<file path="src/rtl/cpu_types_pkg.sv">
// Shared CPU pipeline types: register indices, latch commands and hazard-controller states.
package cpu_types_pkg;

  localparam int unsigned REG_W  = 5;
  localparam int unsigned PIPE_W = 2;

  typedef logic [REG_W-1:0] regbits_t;

  typedef enum logic [PIPE_W-1:0] {
    PIPE_ENABLE = 2'b00,
    PIPE_STALL  = 2'b01,
    PIPE_NOP    = 2'b10
  } pipe_state_t;

  typedef enum logic [1:0] {
    RUN     = 2'b00,
    HALTING = 2'b01,
    HALTED  = 2'b10
  } hazctrl_state_t;

  // One cycle's worth of commands to the four pipeline latches plus the PC.
  typedef struct packed {
    pipe_state_t fd;
    pipe_state_t de;
    pipe_state_t em;
    pipe_state_t mw;
    logic        pc_en;
  } pipe_cmd_t;

  function automatic pipe_cmd_t mk_cmd(input pipe_state_t fd,
                                       input pipe_state_t de,
                                       input pipe_state_t em,
                                       input pipe_state_t mw,
                                       input logic        pc_en);
    pipe_cmd_t c;
    c.fd    = fd;
    c.de    = de;
    c.em    = em;
    c.mw    = mw;
    c.pc_en = pc_en;
    return c;
  endfunction

endpackage

</file>
<file path="src/rtl/pipeline_hazard_ctrl_if.sv">
// Hazard-status inputs and latch-command outputs exchanged between the pipeline and its sequencer.
interface pipeline_hazard_ctrl_if #(
  parameter int unsigned CNT_W = 32
);
  import cpu_types_pkg::*;

  logic             ihit;
  logic             dhit;
  regbits_t         d_rs;
  regbits_t         d_rt;
  logic             e_dREN;
  regbits_t         e_regWSEL;
  logic             m_dREN;
  logic             m_dWEN;
  logic             m_branch_taken;
  logic             m_halt;

  pipe_state_t      fd_state;
  pipe_state_t      de_state;
  pipe_state_t      em_state;
  pipe_state_t      mw_state;
  logic             pc_en;
  logic             halt;
  logic [CNT_W-1:0] stall_cnt;
  logic [CNT_W-1:0] flush_cnt;

  // Sequencer side.
  modport master (
    input  ihit, dhit, d_rs, d_rt, e_dREN, e_regWSEL,
           m_dREN, m_dWEN, m_branch_taken, m_halt,
    output fd_state, de_state, em_state, mw_state,
           pc_en, halt, stall_cnt, flush_cnt
  );

  // Datapath side.
  modport slave (
    output ihit, dhit, d_rs, d_rt, e_dREN, e_regWSEL,
           m_dREN, m_dWEN, m_branch_taken, m_halt,
    input  fd_state, de_state, em_state, mw_state,
           pc_en, halt, stall_cnt, flush_cnt
  );

endinterface

</file>
<file path="src/rtl/hazard_counter.sv">
// Saturating event counter with synchronous clear; holds at all-ones instead of wrapping.
module hazard_counter #(
  parameter int unsigned CNT_W = 32
) (
  input  logic             CLK,
  input  logic             clr,
  input  logic             inc,
  output logic [CNT_W-1:0] cnt
);

  always_ff @(posedge CLK) begin
    if (clr) begin
      cnt <= '0;
    end else if (inc && (cnt != '1)) begin
      cnt <= cnt + CNT_W'(1);
    end
  end

endmodule

</file>
<file path="src/rtl/pipeline_hazard_ctrl.sv">
// Pipeline latch sequencer: resolves memory waits, load-use, MEM-stage redirects and halt drain,
// and keeps debug counters of stall cycles and branch flushes.
module pipeline_hazard_ctrl
  import cpu_types_pkg::*;
#(
  parameter int unsigned DRAIN_CYCLES = 1,
  parameter int unsigned CNT_W        = 32
) (
  input  logic                   CLK,
  input  logic                   RST,
  pipeline_hazard_ctrl_if.master bus
);

  localparam int unsigned    DRAIN_W    = (DRAIN_CYCLES < 2) ? 1 : $clog2(DRAIN_CYCLES + 1);
  localparam logic [DRAIN_W-1:0] DRAIN_INIT = DRAIN_W'(DRAIN_CYCLES);

  hazctrl_state_t     state_q, state_d;
  logic [DRAIN_W-1:0] drain_q, drain_d;
  logic               halt_q,  halt_d;

  pipe_cmd_t cmd;
  logic      dwait;
  logic      load_use;
  logic      stall_inc;
  logic      flush_inc;

  assign dwait    = (bus.m_dREN | bus.m_dWEN) & ~bus.dhit;
  assign load_use = bus.e_dREN && (bus.e_regWSEL != '0) &&
                    ((bus.e_regWSEL == bus.d_rs) || (bus.e_regWSEL == bus.d_rt));

  // Next-state and latch-command decode; RUN rules are evaluated in priority order.
  always_comb begin
    state_d   = state_q;
    drain_d   = drain_q;
    halt_d    = halt_q;
    cmd       = mk_cmd(PIPE_ENABLE, PIPE_ENABLE, PIPE_ENABLE, PIPE_ENABLE, 1'b1);
    stall_inc = 1'b0;
    flush_inc = 1'b0;

    if (RST) begin
      cmd = mk_cmd(PIPE_NOP, PIPE_NOP, PIPE_NOP, PIPE_NOP, 1'b0);
    end else begin
      case (state_q)
        RUN: begin
          if (dwait) begin
            // Branch and halt sitting in MEM wait until the data access completes.
            cmd       = mk_cmd(PIPE_STALL, PIPE_STALL, PIPE_STALL, PIPE_STALL, 1'b0);
            stall_inc = 1'b1;
          end else if (bus.m_halt) begin
            cmd       = mk_cmd(PIPE_NOP, PIPE_NOP, PIPE_NOP, PIPE_ENABLE, 1'b0);
            stall_inc = 1'b1;
            state_d   = HALTING;
            drain_d   = DRAIN_INIT;
          end else if (bus.m_branch_taken) begin
            // Flush squashes any younger load, so it wins over load-use.
            cmd       = mk_cmd(PIPE_NOP, PIPE_NOP, PIPE_NOP, PIPE_ENABLE, 1'b1);
            flush_inc = 1'b1;
          end else if (load_use) begin
            cmd       = mk_cmd(PIPE_STALL, PIPE_NOP, PIPE_ENABLE, PIPE_ENABLE, 1'b0);
            stall_inc = 1'b1;
          end else if (!bus.ihit) begin
            cmd       = mk_cmd(PIPE_NOP, PIPE_ENABLE, PIPE_ENABLE, PIPE_ENABLE, 1'b0);
            stall_inc = 1'b1;
          end
        end

        HALTING: begin
          cmd = mk_cmd(PIPE_NOP, PIPE_NOP, PIPE_NOP, PIPE_ENABLE, 1'b0);
          if (drain_q <= DRAIN_W'(1)) begin
            state_d = HALTED;
            halt_d  = 1'b1;
          end else begin
            drain_d = drain_q - DRAIN_W'(1);
          end
        end

        HALTED: begin
          cmd = mk_cmd(PIPE_STALL, PIPE_STALL, PIPE_STALL, PIPE_STALL, 1'b0);
        end

        default: begin
          cmd     = mk_cmd(PIPE_NOP, PIPE_NOP, PIPE_NOP, PIPE_NOP, 1'b0);
          state_d = RUN;
        end
      endcase
    end
  end

  always_ff @(posedge CLK) begin
    if (RST) begin
      state_q <= RUN;
      drain_q <= DRAIN_INIT;
      halt_q  <= 1'b0;
    end else begin
      state_q <= state_d;
      drain_q <= drain_d;
      halt_q  <= halt_d;
    end
  end

  hazard_counter #(.CNT_W(CNT_W)) u_stall_cnt (
    .CLK (CLK),
    .clr (RST),
    .inc (stall_inc),
    .cnt (bus.stall_cnt)
  );

  hazard_counter #(.CNT_W(CNT_W)) u_flush_cnt (
    .CLK (CLK),
    .clr (RST),
    .inc (flush_inc),
    .cnt (bus.flush_cnt)
  );

  assign bus.fd_state = cmd.fd;
  assign bus.de_state = cmd.de;
  assign bus.em_state = cmd.em;
  assign bus.mw_state = cmd.mw;
  assign bus.pc_en    = cmd.pc_en;
  assign bus.halt     = halt_q;

endmodule

</file>
<file path="src/flat_wrapper.sv">
// flat-port wrapper written by rule: the top's interface ports become plain ports
module pipeline_hazard_ctrl_flat import cpu_types_pkg::*;
#(
  parameter int unsigned DRAIN_CYCLES = 1,
  parameter int unsigned CNT_W        = 32
)
  (CLK, RST, bus_ihit, bus_dhit, bus_d_rs, bus_d_rt, bus_e_dREN, bus_e_regWSEL, bus_m_dREN, bus_m_dWEN, bus_m_branch_taken, bus_m_halt, bus_fd_state, bus_de_state, bus_em_state, bus_mw_state, bus_pc_en, bus_halt, bus_stall_cnt, bus_flush_cnt);
  pipeline_hazard_ctrl_if #(.CNT_W(CNT_W)) bus_i ();
  input  logic CLK;
  input  logic RST;
  input wire logic [$bits(bus_i.ihit)-1:0] bus_ihit;
  input wire logic [$bits(bus_i.dhit)-1:0] bus_dhit;
  input wire logic [$bits(bus_i.d_rs)-1:0] bus_d_rs;
  input wire logic [$bits(bus_i.d_rt)-1:0] bus_d_rt;
  input wire logic [$bits(bus_i.e_dREN)-1:0] bus_e_dREN;
  input wire logic [$bits(bus_i.e_regWSEL)-1:0] bus_e_regWSEL;
  input wire logic [$bits(bus_i.m_dREN)-1:0] bus_m_dREN;
  input wire logic [$bits(bus_i.m_dWEN)-1:0] bus_m_dWEN;
  input wire logic [$bits(bus_i.m_branch_taken)-1:0] bus_m_branch_taken;
  input wire logic [$bits(bus_i.m_halt)-1:0] bus_m_halt;
  output wire logic [$bits(bus_i.fd_state)-1:0] bus_fd_state;
  output wire logic [$bits(bus_i.de_state)-1:0] bus_de_state;
  output wire logic [$bits(bus_i.em_state)-1:0] bus_em_state;
  output wire logic [$bits(bus_i.mw_state)-1:0] bus_mw_state;
  output wire logic [$bits(bus_i.pc_en)-1:0] bus_pc_en;
  output wire logic [$bits(bus_i.halt)-1:0] bus_halt;
  output wire logic [$bits(bus_i.stall_cnt)-1:0] bus_stall_cnt;
  output wire logic [$bits(bus_i.flush_cnt)-1:0] bus_flush_cnt;
  assign bus_i.ihit = bus_ihit;
  assign bus_i.dhit = bus_dhit;
  assign bus_i.d_rs = bus_d_rs;
  assign bus_i.d_rt = bus_d_rt;
  assign bus_i.e_dREN = bus_e_dREN;
  assign bus_i.e_regWSEL = bus_e_regWSEL;
  assign bus_i.m_dREN = bus_m_dREN;
  assign bus_i.m_dWEN = bus_m_dWEN;
  assign bus_i.m_branch_taken = bus_m_branch_taken;
  assign bus_i.m_halt = bus_m_halt;
  assign bus_fd_state = bus_i.fd_state;
  assign bus_de_state = bus_i.de_state;
  assign bus_em_state = bus_i.em_state;
  assign bus_mw_state = bus_i.mw_state;
  assign bus_pc_en = bus_i.pc_en;
  assign bus_halt = bus_i.halt;
  assign bus_stall_cnt = bus_i.stall_cnt;
  assign bus_flush_cnt = bus_i.flush_cnt;
  pipeline_hazard_ctrl #(.DRAIN_CYCLES(DRAIN_CYCLES), .CNT_W(CNT_W)) u_core (.CLK(CLK), .RST(RST), .bus(bus_i));
endmodule
</file>
<file path="config.mk">
export PLATFORM = sky130hd
export DESIGN_NAME = pipeline_hazard_ctrl_flat
export DESIGN_NICKNAME = d
export VERILOG_FILES = /design/src/rtl/cpu_types_pkg.sv /design/src/rtl/pipeline_hazard_ctrl_if.sv /design/src/rtl/hazard_counter.sv /design/src/rtl/pipeline_hazard_ctrl.sv /design/src/flat_wrapper.sv
export SDC_FILE = /design/constraint.sdc
export NUM_CORES = 1
export LEC_CHECK = 0
export ABC_AREA = 1
export BUFFER_PORTS_ARGS = -buffer_cell sky130_fd_sc_hd__buf_4
export CAP_MARGIN = 15
export CORE_UTILIZATION = 60
export CTS_CLUSTER_SIZE = 10
export DETAILED_ROUTE_END_ITERATION = 10
export HOLD_SLACK_MARGIN = 0.15
export PLACE_DENSITY = 0.87
export SYNTH_ARGS = -nofsm -noshare
export SYNTH_HDL_FRONTEND = slang
export SYNTH_SLANG_ARGS = --single-unit
</file>
<file path="constraint.sdc">
create_clock -name CLK -period 4.5 [get_ports CLK]
set_input_delay 0.45 -clock CLK [delete_from_list [all_inputs] [get_ports CLK]]
set_output_delay 0.45 -clock CLK [all_outputs]
set_load 0.02 [all_outputs]
</file>
==> results of run 1 <==
cell type report:
type | count | area, um2 | area share [%]
multi-input cells | 562 | 2770 | 50.5
well taps | 99 | 124 | 2.26
clock buffers | 11 | 151 | 2.77
repair buffers | 97 | 728 | 13.3
clock inverters | 4 | 50.0 | 0.915
flip-flops and latches | 67 | 1340 | 24.5
inverters | 83 | 312 | 5.69
stage by stage:
stage | std cells | hold WS (ns) | utilization, % | total power (uW) | worst slack, ns
detailed placement | 908 | 0.482 | 72.3 | 871 | 1.59
global placement | 908 | 0.452 | 72.3 | 860 | 1.75
finish | 923 | 0.382 | 75.0 | 1390 | 1.84
global route | 923 | 0.386 | 75.0 | 1440 | 1.53
CTS | 923 | 0.382 | 75.0 | 1380 | 1.85
floorplan | 732 | 0.511 | - | 798 | 2.23
power by group through the flow:
stage / Combinational, uW / Sequential, uW / Clock, uW
after floorplan: 141 / 657 / 0
after global placement: 217 / 644 / 0
after detailed placement: 226 / 645 / 0
after CTS: 228 / 631 / 526
after global routing: 248 / 635 / 552
final: 226 / 632 / 528
state kept, by name (all words and copies together) (netlist names):
register / count
u_core.state_q: 2
u_core.bus.halt: 1
u_core.u_stall_cnt.cnt: 32
u_core.u_flush_cnt.cnt: 32
synth_stat cells, types with 4 or more instances:
| library cell | count | area [um2] |
|---|---|---|
| a21oi_1 | 26 | 130 |
| a21oi_2 | 11 | 96.3 |
| buf_2 | 5 | 25.0 |
| buf_6 | 5 | 56.3 |
| clkbuf_1 | 4 | 15.0 |
| dfxtp_1 | 67 | 1340 |
| inv_1 | 76 | 285 |
| inv_2 | 7 | 26.3 |
| nand2_1 | 221 | 830 |
| nand2_2 | 5 | 31.3 |
| nand3_1 | 34 | 170 |
| nand3b_1 | 5 | 37.5 |
| nand4_1 | 26 | 163 |
| nor2_1 | 134 | 503 |
| nor2_4 | 6 | 67.6 |
| nor3_1 | 19 | 95.1 |
| nor3_2 | 5 | 50.1 |
| o21ai_0 | 13 | 65.1 |
| xnor2_1 | 13 | 114 |
| xor2_1 | 20 | 175 |
path summary, 6_finish.rpt:
kind | startpoint | endpoint | slack, ns | cells past startpoint
setup / recovery | u_core.u_flush_cnt.cnt[0] | u_core.u_flush_cnt.cnt[24] | 1.84 | 12
hold / removal | bus_m_halt | u_core.state_q[0] | 0.38 | 3
setup reg to reg | u_core.u_flush_cnt.cnt[0] | u_core.u_flush_cnt.cnt[24] | 1.84 | 12
hold reg to reg | u_core.bus.halt | u_core.bus.halt | 0.50 | 2
worst max-delay path, stage by stage, from the launching register on:
cell and delay [ns]:
dfxtp_1 0.40, ha_1 0.22, inv_1 0.08, nor3_4 0.17, nand2_1 0.13, nor2_2 0.17, nand4_1 0.15, nand2_2 0.47
inv_2 0.38, nand3_1 0.20, nand2_1 0.06, nand2_1 0.06, nor2_1 0.06
cell families (layout without fill, tap and decap cells):
logic type | Yosys count | in the layout | synth area share, %
buf+inv | 103 | 195 | 9.71
flops | 67 | 67 | 29.5
xor+xnor | 33 | 33 | 6.35
simple gates | 470 | 470 | 46.5
compound gates | 57 | 57 | 7.43
fa+ha+maj | 2 | 2 | 0.550
per-layer routing:
layer,routed length [um],up-vias,GRT usage (%)
met2,5930,225,57.1
li1,-,2493,-
met5,0,-,0
met4,540,0,20.5
met3,813,55,6.00
met1,4990,2310,37.8
==> flow_metrics.py, run 1 <==
metrics = {
    "run_status": {
        "outcome": "finished, final reports clean",
    },
    "placement": {
        "dpl-instance-area_um2": 5270,
        "gp_congestion": 0.955,
        "port-buffer-count": 97,
        "dp_hpwl_um": 9180,
    },
    "final_layout": {
        "fillCellCount": 623,
        "areaGrowthSynthToFinish_pct": 20.3,
        "design_area_um2": 5470,
        "final_cell_mix": "nand2_1, nor2_1, buf_4",
        "drive_gt1_share_pct": 18.9,
        "finalNetCount": 846,
        "n_antenna_cell": 0,
        "layout_commonest_cell": "nand2_1",
    },
    "sta": {
        "hold_viol_final": 0,
        "fin_crit_ns": 2.66,
        "slew_headroom_pct": 36.6,
        "skew_ns": 0.00902,
        "tightest_slew_ns": 0.950,
        "fmax_mhz": 376,
        "finalMaxSlewViolations": 0,
        "setup_viol": 0,
        "setup_tns_ns": 0,
        "fin_crit_sh_pct": 59.1,
        "rsz0062_at_grt": "false",
    },
    "synth": {
        "synth_fp_nets": 758,
        "synth_top_flop_cell": "dfxtp_1",
        "syn-mean-instance-area_um2": 6.21,
        "netlist_area_um2": 4550,
        "seq_area_frac_synth_pct": 29.5,
        "ys_seq_elements": 67,
        "yosysUniqueCellTypes": 36,
        "synthCells": 732,
        "ys_warn_count": 0,
        "synth-async-reset-ratio_pct": 0,
        "synth_edf_count": 0,
    },
    "power": {
        "pwr-share-clk_pct": 38.1,
        "leakagePower_uw": 0.00229,
        "p_sw_share_pct": 29.8,
        "p_seq_share_pct": 45.6,
        "peakVddDrop_mv": 0.178,
        "cellPowerDensity_nw_per_um2": 253,
        "p_comb_share_pct": 16.3,
        "net-switching-power_uw": 413,
        "internal_power_uw": 973,
    },
    "global_routing": {
        "track_usage_pct": 33.0,
        "antenna_found_initial": 0,
        "grt_max_degree": 37,
        "grt_pass1_vias": 4714,
        "grt_overflow": 0,
        "grt_first_pass_wirelength_um": 20500,
    },
    "clocking": {
        "post_cts_buffers": 0,
        "cts.sinks": 67,
        "cts_hold_buffers": 0,
        "cts.clk_slew.worst_paths_ns": 0.08,
        "cts.path.max_buffers": 2,
        "ctsResizeCount": 0,
        "htree_levels": 3,
        "cts_made_buffers": 9,
        "clock_latency_ns": 0.36,
        "cts_tree": "built",
        "clock_tree.root_cell": "clkbuf_8",
    },
    "critical_path": {
        "criticalPathCategory": "flop to flop",
        "cp-start-kind": "flop",
        "cp_max_fo": 31,
        "cp.required_ns": 4.76,
        "crit_arrival_ns": 2.92,
        "cp-end-kind": "flop",
    },
    "floorplanning": {
        "core_area_um2": 7290,
        "die_x_um": 89.1,
        "std_cell_rows": 31,
        "die_y_um": 89.1,
        "fp.dieArea_um2": 7930,
        "start_util_pct": 62.4,
        "io_pins": 98,
    },
    "min_path": {
        "hold_path_class": "input port to flop",
    },
    "route": {
        "drt-initial-drc-count": 262,
        "routed_via_density": 5.51,
        "routed-via-count": 5083,
        "drc": 0,
        "wl_per_cell_um": 13.3,
        "drt-total-wl_um": 12300,
        "dr.pass1.iters": 6,
        "antenna_left": 0,
    },
    "job": {
        "max_cap_viol_count": 0,
    },
}
Power figures use the tool's default switching activity.
==> run 2, diff against run 1 <==
--- a/config.mk
+++ b/config.mk
@@ -8,11 +8,11 @@
 export ABC_AREA = 1
 export BUFFER_PORTS_ARGS = -buffer_cell sky130_fd_sc_hd__buf_4
 export CAP_MARGIN = 15
-export CORE_UTILIZATION = 60
+export CORE_UTILIZATION = 55
 export CTS_CLUSTER_SIZE = 10
 export DETAILED_ROUTE_END_ITERATION = 10
 export HOLD_SLACK_MARGIN = 0.15
-export PLACE_DENSITY = 0.87
+export PLACE_DENSITY = 0.8
 export SYNTH_ARGS = -nofsm -noshare
 export SYNTH_HDL_FRONTEND = slang
 export SYNTH_SLANG_ARGS = --single-unit
==> constraint.sdc (replaced) <==
create_clock -name CLK -period 2.6 [get_ports CLK]
set_input_delay 0.26 -clock CLK [delete_from_list [all_inputs] [get_ports CLK]]
set_output_delay 0.26 -clock CLK [all_outputs]
set_load 0.02 [all_outputs]
==> run 2 against run 1 <==
Critical path depth did not move. Wire length rose by 3.7%. Global-route usage fell by 1.5 points. Fmax rose by 18%. Non-clock buffer count rose by 3. Clock-buffer cell count fell by 1. Hold slack got worse by 0.19 ns. Critical endpoint unchanged. Largest cell class unchanged. Highest routed layer unchanged.
==> flow_metrics.py, run 2 (synthesis gave the netlist of run 1 again) <==
metrics = {
    "run_status": {
        "outcome": "finished, final reports clean",
    },
    "route": {
        "drc": 0,
        "wl_per_cell_um": 13.7,
        "routed-via-count": 5013,
        "drt-total-wl_um": 12700,
        "antenna_left": 0,
        "drt-initial-drc-count": 244,
        "dr.pass1.iters": 5,
        "routed_via_density": 5.39,
    },
    "sta": {
        "fin_crit_sh_pct": 86.4,
        "fmax_mhz": 445,
        "fin_crit_ns": 2.25,
        "setup_viol": 0,
        "skew_ns": 0.00708,
        "finalMaxSlewViolations": 0,
        "setup_tns_ns": 0,
        "rsz0062_at_grt": "false",
        "slew_headroom_pct": 62.6,
        "hold_viol_final": 0,
        "tightest_slew_ns": 0.561,
    },
    "floorplanning": {
        "fp.dieArea_um2": 8640,
        "die_x_um": 92.9,
        "die_y_um": 92.9,
        "core_area_um2": 7850,
        "start_util_pct": 58.0,
        "std_cell_rows": 32,
        "io_pins": 98,
    },
    "global_routing": {
        "antenna_found_initial": 0,
        "grt_first_pass_wirelength_um": 21800,
        "track_usage_pct": 31.5,
        "grt_pass1_vias": 4855,
        "grt_overflow": 0,
        "grt_max_degree": 37,
    },
    "min_path": {
        "hold_path_class": "input port to flop",
    },
    "final_layout": {
        "layout_commonest_cell": "nand2_1",
        "areaGrowthSynthToFinish_pct": 20.7,
        "design_area_um2": 5490,
        "n_antenna_cell": 0,
        "multi_input_comb_area_um2": 2770,
        "final_cell_mix": "nand2_1, nor2_1, buf_4",
        "drive_gt1_share_pct": 19.2,
        "fillCellCount": 740,
        "utilization_pct": 70.0,
        "largest_registers": "u_core.u_flush_cnt.cnt x32, u_core.u_stall_cnt.cnt x32, u_core.state_q x2",
        "finalNetCount": 849,
        "ff_latch_area_um2": 1340,
    },
    "clocking": {
        "cts.clk_slew.worst_paths_ns": 0.08,
        "ctsResizeCount": 0,
        "clock_tree.root_cell": "clkbuf_8",
        "clock_latency_ns": 0.35,
        "post_cts_buffers": 0,
        "cts.sinks": 67,
        "cts_made_buffers": 9,
        "cts_tree": "built",
        "cts.path.max_buffers": 2,
        "cts_hold_buffers": 0,
        "htree_levels": 3,
    },
    "placement": {
        "gp_congestion": 0.928,
        "dpl-instance-area_um2": 5300,
        "dp_hpwl_um": 9450,
        "port-buffer-count": 97,
    },
    "critical_path": {
        "crit_arrival_ns": 2.50,
        "cp.required_ns": 2.86,
        "criticalPathCategory": "flop to flop",
        "cp-start-kind": "flop",
        "cp_max_fo": 31,
        "cp-end-kind": "flop",
    },
    "power": {
        "peakVddDrop_mv": 0.294,
        "cellPowerDensity_nw_per_um2": 433,
        "leakagePower_uw": 0.00231,
    },
    "job": {
        "max_cap_viol_count": 0,
    },
}
[run 2: cell types whose count changed in the layout (fill, tap and decap cells not counted)]
cell and change:
buf_4 +3, clkbuf_1 +1, clkbuf_8 -2, clkinv_2 +1, clkinv_4 +3, clkinvlp_4 -2
[run 2: through the flow]
step / hold WS, ns / instances / power [uW] / worst slack (ns)
3_3_place_gp: 0.457 / 914 / 1500 / 0.495
4_1_cts: 0.194 / 930 / 2380 / 0.351
2_1_floorplan: 0.396 / 732 / 1380 / 0.710
3_5_place_dp: 0.467 / 914 / 1520 / 0.368
5_1_grt: 0.214 / 930 / 2480 / 0.0696
6_report: 0.196 / 930 / 2380 / 0.353
[run 2: final timing paths]
kind,cells past startpoint,slack [ns],end,from
max,12,0.35,u_core.u_flush_cnt.cnt[24],u_core.u_flush_cnt.cnt[0]
min,3,0.20,u_core.state_q[0],bus_m_halt
max reg2reg,12,0.35,u_core.u_flush_cnt.cnt[24],u_core.u_flush_cnt.cnt[0]
min reg2reg,2,0.49,u_core.bus.halt,u_core.bus.halt
[run 2: worst max-delay path: stages, from the launching register on]
cell	delay, ns
dfxtp_1	0.41
ha_1	0.23
inv_1	0.08
nor3_4	0.15
nand2_1	0.12
nor2_2	0.16
nand4_1	0.12
nand2_2	0.25
inv_2	0.28
nand3_1	0.17
nand2_1	0.06
nand2_1	0.06
nor2_1	0.04
[run 2: per-layer routing]
layer	track usage, %	part of all wire [%]
met4	16.7	3.5
met2	56.7	49
met3	4.02	5.5
met1	35.9	42
met5	0	0
[run 2: power by group]
| group | switching [uW] | internal (uW) | total, uW | leakage, uW |
|---|---|---|---|---|
| combinational | 260 | 146 | 406 | 0.00167 |
| sequential | 38.7 | 1050 | 1090 | 0.000542 |
| clock | 435 | 445 | 880 | 0.000100 |
| total | 734 | 1650 | 2380 | 0.00231 |
[run 2: cell type report]
cell class / count / area share [%]
Sequential cell: 67 / 24.4
Timing Repair Buffer: 100 / 13.7
Multi-Input combinational cell: 562 / 50.4
Inverter: 83 / 5.67
Clock buffer: 10 / 2.32
Tap cell: 102 / 2.32
Clock inverter: 6 / 1.21
==> run 3, diff against run 2 <==
--- a/config.mk
+++ b/config.mk
@@ -12,6 +12,7 @@
 export CTS_CLUSTER_SIZE = 10
 export DETAILED_ROUTE_END_ITERATION = 10
 export HOLD_SLACK_MARGIN = 0.15
+export MAX_ROUTING_LAYER = met4
 export PLACE_DENSITY = 0.8
 export SYNTH_ARGS = -nofsm -noshare
 export SYNTH_HDL_FRONTEND = slang
==> constraint.sdc (replaced) <==
create_clock -name CLK -period 2.3 [get_ports CLK]
set_input_delay 0.23 -clock CLK [delete_from_list [all_inputs] [get_ports CLK]]
set_output_delay 0.23 -clock CLK [all_outputs]
set_load 0.02 [all_outputs]
==> run 3 against run 2 <==
Clock power grew 26%. Sequential power increased by 14%. Power increased by 18%. Critical path type is now input port to output port. Largest cell class unchanged. Largest power group unchanged.
==> flow_metrics.py, run 3 (synthesis gave the netlist of run 1 again) <==
metrics = {
    "global_routing": {
        "antenna_found_initial": 0,
        "grt_max_degree": 36,
        "grt_overflow": 0,
        "grt_pass1_vias": 4946,
        "track_usage_pct": 32.7,
        "grt_first_pass_wirelength_um": 22000,
    },
    "route": {
        "antenna_left": 0,
        "drc": 0,
        "dr.pass1.iters": 6,
        "drt-initial-drc-count": 252,
        "drt-total-wl_um": 13100,
        "wl_per_cell_um": 13.9,
        "routed_via_density": 5.30,
        "routed-via-count": 4983,
    },
    "floorplanning": {
        "die_y_um": 92.9,
        "fp.dieArea_um2": 8640,
        "die_x_um": 92.9,
        "io_pins": 98,
        "core_area_um2": 7850,
        "start_util_pct": 58.0,
        "std_cell_rows": 32,
    },
    "final_layout": {
        "design_area_um2": 5590,
        "layout_commonest_cell": "nand2_1",
        "areaGrowthSynthToFinish_pct": 23.0,
        "finalNetCount": 859,
        "largest_registers": "u_core.u_flush_cnt.cnt x32, u_core.u_stall_cnt.cnt x32, u_core.state_q x2",
        "drive_gt1_share_pct": 19.9,
        "final_cell_mix": "nand2_1, nor2_1, buf_4",
        "n_antenna_cell": 0,
    },
    "placement": {
        "gp_congestion": 0.945,
        "dp_hpwl_um": 9840,
        "dpl_worst_slack_ns": 0.223,
        "port-buffer-count": 97,
        "dpl-instance-area_um2": 5360,
    },
    "critical_path": {
        "criticalPathCategory": "input port to output port",
        "cpPeakStageDelay_ns": 0.53,
        "cp_max_fo": 10,
        "crit_arrival_ns": 1.94,
        "cp-start-kind": "input port",
        "crit_chain": "dlygate4sd3_1 > buf_4 > inv_1 > nand3_1 > inv_1 > a21oi_2 > nor2_1 > buf_4",
        "cp.required_ns": 2.07,
        "cp_num_buf_inv": 5,
        "cpMaxStageDelayCell": "dlygate4sd3_1",
        "path_delay_family": "buffers and inverters",
        "cp-end-kind": "output port",
        "r2r-start": "u_core.u_stall_cnt.cnt[1]",
        "critPathLaunch": "bus_m_halt",
    },
    "power": {
        "peakVddDrop_mv": 0.335,
        "cellPowerDensity_nw_per_um2": 503,
        "leakagePower_uw": 0.00237,
    },
    "clocking": {
        "clock_tree.root_cell": "clkbuf_8",
        "cts_tree": "built",
        "htree_levels": 3,
        "cts.clk_slew.worst_paths_ns": 0.07,
        "cts_made_buffers": 9,
        "clock_latency_ns": 0.35,
        "cts.path.max_buffers": 2,
        "cts.sinks": 67,
        "ctsResizeCount": 0,
    },
    "min_path": {
        "hold_path_startpoint": "RST",
        "hold_path_class": "input port to flop",
    },
    "sta": {
        "whs_ns": 0.283,
        "fmax_mhz": 461,
        "hold_viol_final": 0,
        "tightest_slew_ns": 0.571,
        "fin_crit_sh_pct": 94.4,
        "fin_crit_ns": 2.17,
        "skew_ns": 0.0110,
        "setup_viol": 0,
        "finalMaxSlewViolations": 0,
        "slew_headroom_pct": 61.9,
        "setup_tns_ns": 0,
        "rsz0062_at_grt": "false",
        "worst_slack_ns": 0.129,
    },
    "run_status": {
        "outcome": "finished, final reports clean",
    },
    "job": {
        "max_cap_viol_count": 0,
    },
}
[run 3: cell count changes in the layout (fill, tap and decap cells not counted)]
cell | before | now
clkbuf_8 | 9 | 10
clkbuf_1 | 1 | 2
clkinv_4 | 3 | 1
bufinv_16 | 1 | 2
dlygate4sd3_1 | 0 | 1
buf_4 | 100 | 109
clkinv_2 | 2 | 1
[run 3: layout make-up]
class                   instances  area [um2]
clock inverters                 4        73.8
flip-flops and latches         67        1340
clock buffers                  12         145
well taps                     102         128
multi-input cells             562        2770
fillers                       723        2250
repair buffers                110         828
inverters                      83         312
[run 3: metrics by stage]
step	power (uW)	cells	utilization (%)
4_1_cts	2830	940	71.3
3_3_place_gp	1710	923	68.4
6_report	2810	940	71.3
2_1_floorplan	1560	732	-
3_5_place_dp	1730	923	68.4
5_1_grt	2920	940	71.3
[run 3: path summary, 6_finish.rpt]
| kind | to | cells after the start | slack (ns) |
|---|---|---|---|
| setup / recovery | bus_pc_en | 8 | 0.13 |
| hold / removal | u_core.state_q[0] | 6 | 0.28 |
| setup reg to reg | u_core.u_stall_cnt.cnt[28] | 10 | 0.20 |
| hold reg to reg | u_core.bus.halt | 2 | 0.49 |
[run 3: timing repair]
action / 4_1_cts / 5_1_grt
hold endpoints to repair: 1 / 0
setup buffers: 0 / 0
hold buffers: 1 / 0
[run 3: worst register-to-register path: cells and delay by family, from the launching register on]
kind	cells	cell delay (ns)
flip-flops	1	0.39
AND/OR/NAND/NOR	8	1.27
adder cells (fa/ha/maj)	1	0.23
AO/OA/AOI/OAI	1	0.08
[run 3: metal layers]
layer,GRT usage (%),up-vias,wire length (um)
met3,5.99,44,670
met5,-,-,0
met2,58.0,156,6510
li1,-,2521,-
met1,35.6,2262,5430
met4,14.1,0,444
[run 3: power breakdown]
group / switching [uW] / total [uW] / internal [uW]
clock network: 470 / 1110 / 642
registers: 45.1 / 1240 / 1190
logic: 295 / 465 / 170
